<file path="config.mk">
export PLATFORM = sky130hd
export DESIGN_NAME = seven_seg_scan_driver
export DESIGN_NICKNAME = d
export VERILOG_FILES = /design/src/rtl/seven_seg_scan_driver.sv
export SDC_FILE = /design/constraint.sdc
export NUM_CORES = 1
export LEC_CHECK = 0
export CAP_MARGIN = 20
export CORE_UTILIZATION = 40
export CTS_BUF_LIST = sky130_fd_sc_hd__clkbuf_16
export DETAILED_ROUTE_END_ITERATION = 10
export GPL_TIMING_DRIVEN = 0
export PLACE_DENSITY_LB_ADDON = 0.05
export SYNTH_ARGS = -nofsm -noshare
export SYNTH_HDL_FRONTEND = slang
export SYNTH_SLANG_ARGS = --single-unit
</file>
<file path="constraint.sdc">
create_clock -name clk -period 3.9 [get_ports clk]
set_input_delay 0.78 -clock clk [delete_from_list [all_inputs] [get_ports clk]]
set_output_delay 0.78 -clock clk [all_outputs]
set_load 0.03 [all_outputs]
</file>
<file path="src/rtl/seven_seg_scan_driver.sv">
// Time-multiplexed N-digit common-anode 7-segment scanner with a blank gap before each digit.
// Optional build macro LEADING_ZERO_BLANK_EN blanks leading zero digits (digit 0 always shown).
module seven_seg_scan_driver #(
  parameter int NUM_DIGITS   = 4,
  parameter int DWELL_CYCLES = 50000,
  parameter int BLANK_CYCLES = 1000,
  parameter int CNT_W        = 16
) (
  input  logic                    clk,
  input  logic                    reset,
  input  logic [4*NUM_DIGITS-1:0] data,
  input  logic                    load,
  input  logic [NUM_DIGITS-1:0]   digit_en,
  output logic [NUM_DIGITS-1:0]   an,
  output logic [6:0]              led,
  output logic                    frame_start
);

  localparam int IDX_W = (NUM_DIGITS > 1) ? $clog2(NUM_DIGITS) : 1;
  localparam logic [CNT_W-1:0] DWELL_LAST = CNT_W'(DWELL_CYCLES - 1);
  localparam logic [CNT_W-1:0] BLANK_LAST = CNT_W'((BLANK_CYCLES > 0) ? BLANK_CYCLES - 1 : 0);
  localparam logic [IDX_W-1:0] IDX_LAST   = IDX_W'(NUM_DIGITS - 1);

  typedef enum logic [0:0] {ST_BLANK, ST_ON} state_t;

  state_t                  state_q, state_d;
  logic [IDX_W-1:0]        idx_q, idx_d;
  logic [CNT_W-1:0]        cnt_q, cnt_d;
  logic [4*NUM_DIGITS-1:0] shadow_q, shadow_d;
  logic [4*NUM_DIGITS-1:0] pend_q, pend_d;
  logic                    pend_vld_q, pend_vld_d;
  logic                    restart_q;
  logic [NUM_DIGITS-1:0]   an_q, an_d;
  logic [6:0]              led_q, led_d;
  logic                    frame_start_q;
  logic                    boundary;
  logic [3:0]              nibble;
  logic [4*NUM_DIGITS-1:0] upper;

  function automatic logic [6:0] seg7(input logic [3:0] n);
    case (n)
      4'h0: seg7 = 7'b0000001;
      4'h1: seg7 = 7'b1001111;
      4'h2: seg7 = 7'b0010010;
      4'h3: seg7 = 7'b0000110;
      4'h4: seg7 = 7'b1001100;
      4'h5: seg7 = 7'b0100100;
      4'h6: seg7 = 7'b0100000;
      4'h7: seg7 = 7'b0001111;
      4'h8: seg7 = 7'b0000000;
      4'h9: seg7 = 7'b0000100;
      4'hA: seg7 = 7'b0001000;
      4'hB: seg7 = 7'b1100000;
      4'hC: seg7 = 7'b1110010;
      4'hD: seg7 = 7'b1000010;
      4'hE: seg7 = 7'b0110000;
      default: seg7 = 7'b0111000;
    endcase
  endfunction

  // The first edge after reset release re-enters digit 0's first phase so the frame
  // (and its frame_start pulse) is aligned to release rather than to the reset edge.
  always_comb begin
    state_d  = state_q;
    idx_d    = idx_q;
    cnt_d    = cnt_q + 1'b1;
    boundary = 1'b0;
    if (restart_q) begin
      state_d  = (BLANK_CYCLES == 0) ? ST_ON : ST_BLANK;
      idx_d    = '0;
      cnt_d    = '0;
      boundary = 1'b1;
    end else if (state_q == ST_BLANK) begin
      if (cnt_q == BLANK_LAST) begin
        state_d = ST_ON;
        cnt_d   = '0;
      end
    end else if (cnt_q == DWELL_LAST) begin
      state_d  = (BLANK_CYCLES == 0) ? ST_ON : ST_BLANK;
      idx_d    = (idx_q == IDX_LAST) ? '0 : idx_q + 1'b1;
      cnt_d    = '0;
      boundary = (idx_d == '0);
    end
  end

  // load is a single-cycle strobe with no back-pressure: captured data always lands in
  // pending; a load on the frame-boundary edge survives the clear and waits one frame.
  always_comb begin
    shadow_d   = shadow_q;
    pend_d     = pend_q;
    pend_vld_d = pend_vld_q;
    if (boundary) begin
      if (pend_vld_q) shadow_d = pend_q;
      pend_vld_d = 1'b0;
    end
    if (load) begin
      pend_d     = data;
      pend_vld_d = 1'b1;
    end
  end

  always_comb begin
    an_d   = '1;
    led_d  = 7'b1111111;
    nibble = shadow_d[{idx_d, 2'b00} +: 4];
    upper  = shadow_d >> {idx_d, 2'b00};
    if (state_d == ST_ON && digit_en[idx_d]) begin
      an_d[idx_d] = 1'b0;
      led_d       = seg7(nibble);
`ifdef LEADING_ZERO_BLANK_EN
      if (idx_d != '0 && upper == '0) led_d = 7'b1111111;
`endif
    end
  end

  always_ff @(posedge clk) begin
    if (!reset) begin
      state_q       <= ST_BLANK;
      idx_q         <= '0;
      cnt_q         <= '0;
      shadow_q      <= '0;
      pend_q        <= '0;
      pend_vld_q    <= 1'b0;
      restart_q     <= 1'b1;
      an_q          <= '1;
      led_q         <= 7'b1111111;
      frame_start_q <= 1'b0;
    end else begin
      state_q       <= state_d;
      idx_q         <= idx_d;
      cnt_q         <= cnt_d;
      shadow_q      <= shadow_d;
      pend_q        <= pend_d;
      pend_vld_q    <= pend_vld_d;
      restart_q     <= 1'b0;
      an_q          <= an_d;
      led_q         <= led_d;
      frame_start_q <= boundary;
    end
  end

  assign an          = an_q;
  assign led         = led_q;
  assign frame_start = frame_start_q;

endmodule

</file>
# Word-level counts from Yosys, hierarchy flattened
# Memory sizes are Yosys's and may differ from the RTL's. A register that Yosys moved wholly into a read port is not among the register bits.
# Cells that the tools add are included.
totals:
  mem_bits_ro: 112
  latch_bits: 0
  word_cells: 50
  inputBits: 23
  regBits: 58
  output_inout_bits: 12
  memories: 1
  mem_bits_rw: 0
mem_list:
  columns: ["name", "depth", "width", "read_ports", "rd_ports_with_merged_regs", "write_ports", "line", "text"]
  rows:
  - ["(no name shown)", 16, 7, 1, 1, 0, "41", "case (n)"]
classes:
  reduce_logical: 7
  mul: 0
  n_bitwise: 2
  n_lt_le_gt_ge: 2
  n_addsub: 2
  div: 0
  n_eq_ne: 3
  mux: 23
  shift: 1
ops:
  columns: ["operator", "count"]
  rows:
  - ["16-bit two-way mux", 5]
  - ["16-bit by 1-bit adder with 16-bit output (second input constant)", 1]
  - ["16-bit by 10-bit == test with 1-bit output (second input constant)", 1]
  - ["16-bit == test (second input constant)", 1]
  - ["16-bit by 5-bit indexed part select with 4-bit output", 1]
  - ["1-bit two-way mux", 12]
  - ["2-bit two-way mux", 4]
  - ["4-bit inverter", 1]
  - ["2-bit by 3-bit < comparator with 1-bit output (second input constant)", 1]
  - ["2-bit by 1-bit adder with 2-bit output (second input constant)", 1]
  - ["1-bit binary-select mux with 2-bit select", 1]
  - ["1-bit demux with 2-bit select", 1]
  - ["2-bit == test (second input constant)", 1]
  - ["2-bit by 1-bit >= comparator with 1-bit output (second input constant)", 1]
  - ["1-bit logical AND", 2]
  - ["2-bit zero test", 1]
  - ["2-bit AND reduction", 1]
  - ["2-bit nonzero test", 1]
  - ["2-bit OR reduction", 1]
  - ["1-bit zero test", 1]
  - ["1-bit inverter", 1]

# Depth between registers and ports, before layout
depth:
  word_depth: 10
  ltp_mapped: 14
  ltp_nobuf: 11

# Worst setup path after synthesis
# No wires, ideal clock.
synth_path:
  kind: "register to register"
  startpoint: "register idx_q[0]"
  endpoint: "register led_q[3], in the netlist led[3]"
  setup_slack_ps: 512
  required_ps: 3767
  period_less_slack_ps: 3388
  n_path_buf: 3
  setup_time_ps: 133
  stages_incl_launch_ff: 15
  arrival_ps: 3255
  cell_sequence: "dfxtp_1 > ha_1 > clkbuf_1 > nand2_1 > or3_1 > clkbuf_1 > clkbuf_1 > o211ai_1 > a22oi_1 > a2111oi_4 > inv_1 > ha_1 > o41a_1 > a2111oi_1 > a31oi_1"
synth_between:
  elab_chain_cells: 10
  elab_cells_between_ends: 17
  classes_between: "1 x add/sub; 1 x eq/ne; 1 x shift; 10 x mux; 4 x reduce/logical"
synth_lines:
  columns: ["item", "line", "text"]
  rows:
  - ["start: declaration", "27", "logic [IDX_W-1:0] idx_q, idx_d;"]
  - ["start signal: assignment", "130", "idx_q <= idx_d;"]
  - ["branches (longest 10 deep; another with 2-bit by 1-bit adder with 2-bit output)", null, null]
  - ["end: declaration", "34", "logic [6:0] led_q, led_d;"]
# Parallel ways; which one is timed is not known. The select of a mux whose other input is x is not followed.
# A chain may end at the register's enable or synchronous reset.

# Final worst setup path
layout_path:
  startpoint: "register idx_q[1]"
  endpoint: "register led_q[3], in the netlist led[3]"
# The elaborated chain is that of the path after synthesis.

==> results.toml <==
[status]
run_status = "complete, no violations"

[synth]
synth_ff_type = "dfxtp_1"
synth_largest_area_cell = "dfxtp_1"
synth_top_family_by_area = "compound AO/OA/AOI/OAI gates"
yosys.area_share.simple_pct = 21.3
ys_ff_latch = 65
synth_compound_area_share_pct = 22.3
async_flop_share_pct = 0
synth_area_per_cell_um2 = 9.32
synth_mux_area_share_pct = 6.70
synth_cells = 363
synth_cell_types = 60
yosys.area_share.adder_pct = 3.33
syn_area_um2 = 3380
syn_nets = 395
yosysSeqAreaShare_pct = 38.5
synthDominantCellAreaShare_pct = 38.5
synth.top_cells.by_area = "dfxtp_1 (38%), mux2i_1 (5.9%), nand3_1 (5.6%), nor2_1 (5.2%), ha_1 (3.3%)"
yosysWarnings = 0
synth_xor_area_share_pct = 3.63
synth_edf_count = 0

[place]
hpwl_um = 6060
routabilityCongestion = 0.785
placedCellCount = 501
place.port_buffers = 33

[layout]
drive_gt1_share_pct = 11.7
fin_cells = 516
final_util_pct = 50.0
layout.nets = 440
final_common_cell = "dfxtp_1"
diodes = 0
area_growth_syn_to_layout_pct = 21.5
layout_common_cells = "dfxtp_1 (64), nor2_1 (47), nand3_1 (38)"

[sta]
fin_setup_tns_ps = 0
tightest_slew_ps = 744
hold-worst-slack_ps = 453
post-route-period-util_pct = 95.8
drv_slew = 0
clock.fmax_ghz = 0.268
grt_setup_unrepaired = "no"
setup_viol = 0
relSlewSlack_pct = 50.0
hold_viol = 0
min_period_ps = 3740
finClkSkew_ps = 9.54

[global_route]
grt_pass1_wl_um = 13700
grt_pass1_vias = 2623
antenna_found_initial = 0
grt_max_degree = 11
grt.total_usage_pct = 20.6
grt-ovfl-total = 0

[worst_hold_path]
hp-start = "cnt_q[0]$_SDFF_PP0_"
worstHoldEndpoint = "cnt_q[0]$_SDFF_PP0_"
min-delay-path-class = "reg2reg"
whs_path_depth = 1

[floorplanning]
coreArea_um2 = 8220
die_w_um = 94.0
die_y_um = 94.0
fp.dieArea_um2 = 8830
ios = 35
rows = 33
initial_utilization_pct = 41.2

[setup_path]
slowest_stage = "dfxtp_1"
r2r_start = "idx_q[1]$_SDFF_PN0_"
reg2reg_depth = 13
critPathKind = "reg2reg"
cp.arrival_ps = 3930
r2r-end = "led[3]$_SDFF_PN1_"
start_kind = "flop"
critPathRequiredTime_ps = 4090
slowest_delay_ps = 490
crit_fanout = 10
worstPathCellList = "ha_2 > nand2_1 > or3_1 > clkbuf_1 > clkbuf_2 > o211ai_1 > a32oi_1 > a2111oi_4 > inv_1 > ha_1 > o41a_1 > a2111oi_2 > a31oi_1"
rrSetupSlack_ps = 160
cp-end-kind = "flop"

[clock_network]
cts_buffers = 9
htreeDepth = 3
cts.sinks = 65
clkTransAtPathRegs_ps = 50
cts_max_path_buffers = 2
tritoncts = "built"
ctsHoldBuffers = 0
clock_latency_ps = 320
cts_root_buf = "clkbuf_16"

[detailed_routing]
route.vias.total = 2853
wl_met1_um = 4290
drt-pass1-iter-count = 5
routed-wl-met2_um = 3670
wl_um = 8460
dr_wl_met3_um = 434
wl_per_cell_um = 16.4
first_iter_violations = 133
post-route-drc-count = 0
final_antenna_net_count = 0
avgViaCountPerCell = 5.53
highest_layer = "met4"

[power_and_ir_drop]
p_per_area_nw_per_um2 = 358
p_leak_nw = 1.49
peakVddDrop_mv = 0.215
p_total_mw = 1.47

[job]
max_cap_violations = 0
-- kinds of logic after synthesis --
logic type               count (synthesis)
XOR/XNOR                                14
flip-flops                              65
adder cells (fa/ha/maj)                  9
multiplexers                            22
buffers and inverters                   31
AO/OA/AOI/OAI                           89
AND/OR/NAND/NOR                        133
-- critical path, delay by kind of cell (launching register included) --
kind                       cells  cell delay, ps
AOI/OAI and AO/OA              6            1530
adders and majority gates      2             580
buffers and inverters          3             610
DFF                            1             490
and+or+nand+nor                2             390
-- flip-flops by register name, indices dropped and copies added (netlist names) --
register,cells
idx_q,2
restart_q,1
shadow_q,16
an,4
pend_q,16
frame_start,1
led,7
state_q,1
cnt_q,16
pend_vld_q,1
-- metrics by stage --
step,cell area (um2),worst slack [ps]
floorplan,3380,512
global placement,3840,-230
detailed placement,3840,-272
CTS,4100,84.4
global route,4110,11.1
finish,4110,164
-- worst max-delay path by stage --
stage / startpoint / to / slack [ps] / depth (start not counted)
2_1_floorplan: idx_q[0]$_SDFF_PN0_ / led[3]$_SDFF_PN1_ / 510 / 14
3_3_place_gp: idx_q[0]$_SDFF_PN0_ / led[3]$_SDFF_PN1_ / -230 / 14
3_5_place_dp: idx_q[0]$_SDFF_PN0_ / led[3]$_SDFF_PN1_ / -270 / 14
4_1_cts: idx_q[1]$_SDFF_PN0_ / led[3]$_SDFF_PN1_ / 80 / 13
5_1_grt: idx_q[1]$_SDFF_PN0_ / led[3]$_SDFF_PN1_ / 10 / 13
6_report: idx_q[1]$_SDFF_PN0_ / led[3]$_SDFF_PN1_ / 160 / 13
-- power breakdown --
part | internal, mW | switching [mW] | total [mW]
Combinational | 0.0475 | 0.0559 | 0.103
Sequential | 0.681 | 0.0122 | 0.693
Clock | 0.410 | 0.262 | 0.673
Total | 1.14 | 0.330 | 1.47
-- what timing repair did --
action / in CTS / in global routing
pin swaps: 2 / 0
setup buffers: 2 / 0
resized for setup: 2 / 2
setup endpoints to repair: 2 / 1
gates cloned: 0 / 0
-- layout make-up --
cell class / instances / area (um2)
Buffer: 22 / 114
Clock buffer: 9 / 225
Clock inverter: 5 / 18.8
Fill cell: 807 / 4110
Inverter: 8 / 30.0
Multi-Input combinational cell: 267 / 1940
Sequential cell: 65 / 1300
Tap cell: 105 / 131
Timing Repair Buffer: 35 / 345
-- synthesized netlist by cell type, types with 6 or more instances --
cell type / n
and3_1: 8
nand2_1: 12
mux2i_1: 20
xor2_1: 7
o31a_1: 10
xnor2_1: 7
inv_1: 7
nand3_1: 38
dfxtp_1: 65
nor2_1: 47
ha_1: 9
a22oi_1: 8
a21oi_1: 15
a31oi_1: 9
o21ai_1: 6
clkbuf_1: 17
o211ai_1: 12
-- routing by layer --
metal / vias up / track usage (%)
li1: 1435 / -
met1: 1338 / 29.8
met2: 72 / 30.4
met3: 8 / 3.56
met4: 0 / 7.05
met5: - / 0
(Power assumes the default switching activity.)
